$ cat config.mk
export PLATFORM = sky130hd
export DESIGN_NAME = tape_prefetch
export DESIGN_NICKNAME = d
export VERILOG_FILES = /design/src/rtl/tape_prefetch.sv
export SDC_FILE = /design/constraint.sdc
export NUM_CORES = 1
export LEC_CHECK = 0
export ABC_AREA = 1
export CAP_MARGIN = 25
export CORE_MARGIN = 2
export CORE_UTILIZATION = 56
export CTS_CLUSTER_SIZE = 30
export DETAILED_ROUTE_END_ITERATION = 12
export PLACE_DENSITY_LB_ADDON = 0.05
export SETUP_SLACK_MARGIN = 0.1
export SKIP_LAST_GASP = 1
export SLEW_MARGIN = 20
export SYNTH_ARGS = -nofsm -noshare
export SYNTH_HDL_FRONTEND = slang
export SYNTH_SLANG_ARGS = --single-unit
$ cat constraint.sdc
create_clock -name clk -period 3.7 [get_ports clk]
set_clock_uncertainty 0.15 [all_clocks]
set_input_delay 0.555 -clock clk [delete_from_list [all_inputs] [get_ports clk]]
set_output_delay 0.555 -clock clk [all_outputs]
set_load 0.05 [all_outputs]
$ cat src/rtl/tape_prefetch.sv
// Tape image prefetcher: sequential single-outstanding SDRAM byte reads into a
// small FIFO, presented to the cassette waveform generator as a valid/ready stream.
module tape_prefetch #(
   parameter int ADDR_W  = 25,
   parameter int DEPTH   = 4,
   parameter int RD_LAT  = 1,
   parameter int BIT_REV = 1
) (
   input  logic                    clk,
   input  logic                    reset_n,
   input  logic                    en,
   input  logic                    rewind,
   input  logic [ADDR_W-1:0]       tape_end,
   output logic [ADDR_W-1:0]       sdram_addr,
   output logic                    sdram_rd,
   input  logic [7:0]              sdram_data,
   output logic [7:0]              byte_out,
   output logic                    byte_valid,
   input  logic                    byte_ready,
   output logic [$clog2(DEPTH):0]  level,
   output logic                    eof
);

   localparam int PTR_W = $clog2(DEPTH);
   localparam int LVL_W = PTR_W + 1;

   typedef enum logic [1:0] {
      S_IDLE,
      S_REQ,
      S_WAIT,
      S_CAPT
   } state_t;

   state_t            state;
   state_t            state_nxt;
   logic [2:0]        lat_cnt;
   logic              discard;
   logic              capt;
   logic              push;
   logic              pop;
   logic [7:0]        rev_data;
   logic [7:0]        push_data;
   logic [PTR_W-1:0]  wr_ptr;
   logic [PTR_W-1:0]  rd_ptr;
   logic [7:0]        fifo_mem [DEPTH];

   // A FIFO slot is effectively reserved while a read is in flight: a new request
   // is only issued from IDLE, where the in-flight count is zero.
   // NOTE: every output of this block gets a default first so no latch is inferred.
   always_comb begin
      state_nxt = state;
      sdram_rd  = 1'b0;
      capt      = 1'b0;
      case (state)
         S_IDLE: begin
            if (en && !rewind && (sdram_addr != tape_end) && (level < LVL_W'(DEPTH)))
               state_nxt = S_REQ;
         end
         S_REQ: begin
            sdram_rd  = 1'b1;
            state_nxt = S_WAIT;
         end
         S_WAIT: begin
            if (lat_cnt == 3'd1)
               state_nxt = S_CAPT;
         end
         S_CAPT: begin
            capt      = 1'b1;
            state_nxt = S_IDLE;
         end
         default: state_nxt = S_IDLE;
      endcase
   end

   // NOTE: sequential state uses non-blocking assignments only.
   always_ff @(posedge clk or negedge reset_n) begin
      if (!reset_n) begin
         state   <= S_IDLE;
         lat_cnt <= '0;
      end else begin
         state <= state_nxt;
         if (state == S_REQ)
            lat_cnt <= 3'(RD_LAT);
         else if (state == S_WAIT)
            lat_cnt <= lat_cnt - 3'd1;
      end
   end

   always_comb begin
      rev_data = '0;
      for (int i = 0; i < 8; i++)
         rev_data[i] = sdram_data[7-i];
   end

   assign push_data  = (BIT_REV != 0) ? rev_data : sdram_data;
   assign push       = capt && !discard && !rewind;
   assign pop        = byte_valid && byte_ready && !rewind;
   assign byte_valid = (level != '0);
   assign byte_out   = fifo_mem[rd_ptr];

   // NOTE: FIFO storage is not reset; level/pointers alone decide what is valid.
   always_ff @(posedge clk) begin
      if (push)
         fifo_mem[wr_ptr] <= push_data;
   end

   // A read that was in flight when rewind hit still runs to CAPT, but its data
   // belongs to the old position and must not be pushed.
   always_ff @(posedge clk or negedge reset_n) begin
      if (!reset_n) begin
         discard <= 1'b0;
      end else if (state == S_CAPT) begin
         discard <= 1'b0;
      end else if (rewind && (state != S_IDLE)) begin
         discard <= 1'b1;
      end
   end

   always_ff @(posedge clk or negedge reset_n) begin
      if (!reset_n) begin
         sdram_addr <= '0;
         wr_ptr     <= '0;
         rd_ptr     <= '0;
         level      <= '0;
      end else if (rewind) begin
         sdram_addr <= '0;
         wr_ptr     <= '0;
         rd_ptr     <= '0;
         level      <= '0;
      end else begin
         if (push) begin
            sdram_addr <= sdram_addr + ADDR_W'(1);
            wr_ptr     <= wr_ptr + PTR_W'(1);
         end
         if (pop)
            rd_ptr <= rd_ptr + PTR_W'(1);
         case ({push, pop})
            2'b10:   level <= level + LVL_W'(1);
            2'b01:   level <= level - LVL_W'(1);
            default: level <= level;
         endcase
      end
   end

   always_ff @(posedge clk or negedge reset_n) begin
      if (!reset_n)
         eof <= 1'b0;
      else if (rewind)
         eof <= 1'b0;
      else
         eof <= (sdram_addr == tape_end) && (state == S_IDLE) && (level == '0);
   end

endmodule
==> results of run 1 <==
-- where the power goes --
part | internal [mW] | total (mW) | switching, mW
combinational | 0.291 | 0.817 | 0.526
sequential | 0.895 | 0.974 | 0.0789
clock | 0.312 | 0.617 | 0.305
-- synthesized netlist by cell type, types with 8 or more instances --
master / number / share of area (%)
edfxtp_1: 32 / 25
inv_1: 62 / 6.1
dfrtp_1: 39 / 26
nor3_1: 8 / 1.0
o22ai_1: 8 / 1.3
xnor2_1: 8 / 1.8
nor2_1: 46 / 4.5
a21oi_1: 20 / 2.6
nand3_1: 24 / 3.1
nand2_1: 98 / 9.6
ha_1: 11 / 3.6
o21ai_0: 32 / 4.2
-- layout make-up --
cell class | count | area, µm² | share of cell area, %
repair buffers | 77 | 763 | 15.8
clock inverters | 7 | 72.6 | 1.50
multi-input cells | 298 | 1580 | 32.7
well taps | 80 | 100 | 2.07
flip-flops and latches | 71 | 1940 | 40.1
clock buffers | 9 | 124 | 2.56
inverters | 68 | 255 | 5.28
-- worst max-delay path: stages (launching register included) --
cell and delay (ns):
dfrtp_1 0.57, inv_1 0.44, o21ai_0 0.14, o22ai_1 0.15, clkdlybuf4s50_1 0.84
-- stage by stage --
step | power (mW) | utilization (%) | instances | hold WS (ns) | area, µm²
2_1_floorplan | 1.55 | - | 445 | 0.109 | 3820
3_3_place_gp | 1.79 | 69.4 | 594 | 0.356 | 4640
3_5_place_dp | 1.81 | 69.4 | 594 | 0.370 | 4640
4_1_cts | 2.43 | 72.3 | 610 | 0.216 | 4830
5_1_grt | 2.56 | 72.3 | 610 | 0.265 | 4830
6_report | 2.41 | 72.3 | 610 | 0.176 | 4830
-- kinds of logic (layout without fill, tap and decap cells) --
family	after synthesis	count (layout)	share of synthesized area (%)
adders and majority gates	12	12	4.13
and+or+nand+nor	200	200	23.9
xor gates and xnor gates	12	12	2.75
buffers and inverters	76	161	7.80
AOI/OAI and AO/OA	74	74	10.7
DFF	71	71	50.8
-- routing by layer --
layer | track usage (%) | up-vias | share of wire [%]
met3 | 3.62 | 13 | 3.7
met5 | 0 | - | 0
met2 | 39.4 | 74 | 48
met4 | 9.23 | 0 | 1.4
li1 | - | 1609 | -
met1 | 34.9 | 1521 | 47
-- registers in the layout (all words and copies together) (netlist names), 2 cells and up --
name        cells
sdram_addr     25
state           2
rd_ptr          2
fifo_mem       32
lat_cnt         3
wr_ptr          2
level           3
-- worst min path at each step --
stage	cells past startpoint	end	slack [ns]
floorplan	0	discard	0.11
global placement	2	lat_cnt[2]	0.36
detailed placement	2	lat_cnt[2]	0.37
CTS	1	sdram_addr[3]	0.22
global route	1	rd_ptr[1]	0.26
finish	1	sdram_addr[5]	0.18
==> results.py, run 1 <==
metrics = {
    "run_status": {
        "status": "completed",
    },
    "routing": {
        "vias": 3217,
        "drt_iter0_drc": 201,
        "ant_nets": 0,
        "wl_per_cell_um": 14.0,
        "avgViaCountPerCell": 5.27,
        "route.detailed.drc": 0,
        "wl_um": 8540,
        "drt_pass1_iterations": 4,
    },
    "clocking": {
        "cts_sinks": 71,
        "cts_made_buffers": 9,
        "cts_tree": "yes",
        "root_buffer": "clkbuf_8",
        "cts_resized": 0,
        "htreeDepth": 3,
        "cts_setup_buffers": 0,
        "postCtsHoldBufs": 0,
        "path_clk_slew_ns": 0.08,
        "cts_max_path_buffers": 2,
        "clock_latency_ns": 0.34,
    },
    "logic_synthesis": {
        "syn_inst": 445,
        "syn-cell-area_um2": 3820,
        "ys_warn_count": 0,
        "syn_nets": 495,
        "synth-main-ff-cell": "dfrtp_1",
        "ys_seq_area_share_pct": 50.8,
        "synth.distinct_cells": 39,
        "async_reset_ff_share_pct": 54.9,
        "synth-seq-cells": 71,
        "avgSynthCellArea_um2": 8.58,
        "synth_edf_count": 32,
    },
    "finish": {
        "nets": 575,
        "layout_common_cells": "nand2_1 (98), clkdlybuf4s50_1 (75), inv_1 (62)",
        "final.fill_count": 551,
        "final_common_cell": "nand2_1",
        "drive_above_1_share_pct": 7.17,
        "synthToLayoutAreaGrowth_pct": 26.7,
        "antenna_cells": 0,
    },
    "floorplanning": {
        "boundaryPins": 77,
        "die_height_um": 86.6,
        "fp-row-count": 30,
        "die_width_um": 86.6,
        "die-area_um2": 7490,
        "core-area_um2": 6680,
        "start_util_pct": 57.1,
    },
    "sta": {
        "slew_violations": 0,
        "setup_tns_ns": 0,
        "fin_crit_ns": 3.19,
        "rsz0062_at_grt": "false",
        "finalCritPeriodShare_pct": 86.3,
        "fin_ws_ns": 0.508,
        "hold_violations": 0,
        "tightest_slew_ns": 0.895,
        "fmax_mhz": 313,
        "finalSetupViolations": 0,
        "slew_headroom_pct": 40.3,
    },
    "setup_path": {
        "crit_fanout": 18,
        "critPathKind": "reg2out",
        "worst_r2r_endpoint": "level[2]",
        "critPathArrivalTime_ns": 2.49,
        "r2r_cells": 11,
        "worstSetupEndpointType": "output pin",
        "reg2reg_from": "state[0]",
        "crit_end": "byte_out[7]",
        "startpoint": "rd_ptr[0]",
        "crit_required_ns": 2.99,
        "r2r_setup_slack_ns": 1.33,
        "startpoint_type": "register",
    },
    "placed_design": {
        "io_buffers": 76,
        "dp_slack_ns": 0.772,
        "gp_congestion": 0.832,
        "hpwl_um": 6340,
    },
    "global_routing": {
        "antenna_found_initial": 0,
        "grt_pass1_vias": 3115,
        "overflow": 0,
        "grt_first_pass_wirelength_um": 14500,
        "grt_max_degree": 40,
        "grt_use_total_pct": 24.8,
    },
    "run": {
        "max-cap-violations": 0,
    },
    "power": {
        "p_leak_nw": 2.11,
        "powerDensity_nw_per_um2": 498,
        "peakVddDrop_mv": 0.522,
    },
    "min_path": {
        "min_path_type": "in2async",
    },
}
(Power assumes the default switching activity.)
==> inputs of run 2 (changes only) <==
--- a/config.mk
+++ b/config.mk
@@ -8,7 +8,7 @@
 export ABC_AREA = 1
 export CAP_MARGIN = 25
 export CORE_MARGIN = 2
-export CORE_UTILIZATION = 56
+export CORE_UTILIZATION = 50
 export CTS_CLUSTER_SIZE = 30
 export DETAILED_ROUTE_END_ITERATION = 12
 export PLACE_DENSITY_LB_ADDON = 0.05
==> results.py, run 2 (synthesis gave the netlist of run 1 again) <==
metrics = {
    "routing": {
        "vias": 3189,
        "drt_iter0_drc": 299,
        "route.detailed.drc": 0,
        "wl_per_cell_um": 13.5,
        "avgViaCountPerCell": 5.06,
        "drt_pass1_iterations": 4,
        "ant_nets": 0,
        "wl_um": 8490,
    },
    "global_routing": {
        "grt_pass1_vias": 3015,
        "overflow": 0,
        "antenna_found_initial": 0,
        "grt_first_pass_wirelength_um": 14300,
        "grt_use_total_pct": 21.7,
        "grt_max_degree": 40,
    },
    "floorplanning": {
        "core-area_um2": 7330,
        "boundaryPins": 77,
        "die_width_um": 91.4,
        "start_util_pct": 52.1,
        "die_height_um": 91.4,
        "die-area_um2": 8350,
        "fp-row-count": 31,
    },
    "finish": {
        "regMostFlops": "fifo_mem",
        "layout_common_cells": "nand2_1 (98), clkdlybuf4s50_1 (75), inv_1 (62)",
        "antenna_cells": 0,
        "drive_above_1_share_pct": 7.53,
        "design_area_um2": 4890,
        "nets": 576,
        "synthToLayoutAreaGrowth_pct": 28.3,
        "final_common_cell": "nand2_1",
        "reg_top3": "fifo_mem x32, sdram_addr x25",
        "largest_reg_flops": 32,
    },
    "placed_design": {
        "gp_congestion": 0.819,
        "io_buffers": 76,
        "hpwl_um": 6160,
        "placed_area_um2": 4670,
    },
    "setup_path": {
        "r2r_cells": 11,
        "slowest_stage": "clkdlybuf4s50_1",
        "crit_fanout": 18,
        "critPathArrivalTime_ns": 2.47,
        "path_cells": "inv_1 > o21ai_0 > o22ai_1 > clkdlybuf4s50_1",
        "startpoint_type": "register",
        "worstSetupEndpointType": "output pin",
        "r2r_setup_slack_ns": 1.33,
        "path_buf_inv": 2,
        "worst_r2r_endpoint": "level[2]",
        "critPathKind": "reg2out",
        "cpPeakStageDelay_ns": 0.83,
        "path_delay_family": "buffers and inverters",
        "reg2reg_from": "state[0]",
        "crit_required_ns": 2.99,
    },
    "clocking": {
        "cts_setup_buffers": 0,
        "clock_latency_ns": 0.35,
        "htreeDepth": 3,
        "cts_tree": "yes",
        "postCtsHoldBufs": 0,
        "root_buffer": "clkbuf_8",
        "cts_sinks": 71,
        "cts_resized": 0,
        "path_clk_slew_ns": 0.08,
        "cts_max_path_buffers": 2,
        "cts_made_buffers": 9,
    },
    "sta": {
        "rsz0062_at_grt": "false",
        "hold_violations": 0,
        "finalSetupViolations": 0,
        "tightest_slew_ns": 0.897,
        "fin_crit_ns": 3.17,
        "finalCritPeriodShare_pct": 85.8,
        "slew_headroom_pct": 40.2,
        "fmax_mhz": 315,
        "fin_hold_ws_ns": 0.168,
        "setup_tns_ns": 0,
        "slew_violations": 0,
    },
    "power": {
        "peakVddDrop_mv": 0.487,
        "powerDensity_nw_per_um2": 512,
        "total_power_mw": 2.50,
        "p_leak_nw": 2.13,
    },
    "run_status": {
        "status": "completed",
    },
    "run": {
        "max-cap-violations": 0,
    },
    "min_path": {
        "min_path_type": "in2async",
    },
}
==> run 2: cell types whose count changed in the layout (fill, tap and decap cells not counted) <==
cell	delta
buf_4	+1
clkinv_2	-1
bufinv_16	+1
inv_6	+3
clkinv_1	-1
clkinv_4	-2
==> run 2: how the worst max path moves through the flow <==
stage	startpoint	endpoint	slack, ns	depth (start not counted)
after floorplan	rd_ptr[0]	byte_out[5]	1.21	5
after global placement	rewind	fifo_mem[1][0]	0.93	6
after detailed placement	rd_ptr[0]	byte_out[1]	0.87	4
after CTS	rd_ptr[0]	byte_out[1]	0.48	4
after global routing	rd_ptr[0]	byte_out[1]	0.29	4
final	rd_ptr[0]	byte_out[0]	0.53	4
==> run 2: layout make-up <==
type / count / area (µm²)
clock buffer: 9 / 124
clock inverter: 7 / 103
fill: 593 / 2440
inverter: 68 / 255
multi-input combinational: 298 / 1580
sequential: 71 / 1940
tap: 99 / 124
timing repair buffer: 78 / 771
==> run 2: report_power, final <==
part	total [mW]	internal, mW	leakage [nW]	switching, mW
registers	0.974	0.895	0.815	0.0796
clock network	0.711	0.389	0.111	0.322
logic	0.819	0.294	1.20	0.526
total	2.50	1.58	2.13	0.927
==> run 2: metrics by stage <==
stage          instances  setup slack [ns]  utilization (%)
2_1_floorplan        445              1.21                -
3_3_place_gp         614             0.932             63.7
3_5_place_dp         614             0.866             63.7
4_1_cts              630             0.481             66.8
5_1_grt              630             0.291             66.8
6_report             630             0.525             66.8
==> run 2: per-layer routing <==
| layer | global-route usage (%) | part of all wire [%] |
|---|---|---|
| met5 | 0 | 0 |
| met4 | 5.30 | 0.95 |
| met3 | 5.89 | 5.7 |
| met2 | 33.7 | 45 |
| met1 | 30.5 | 48 |
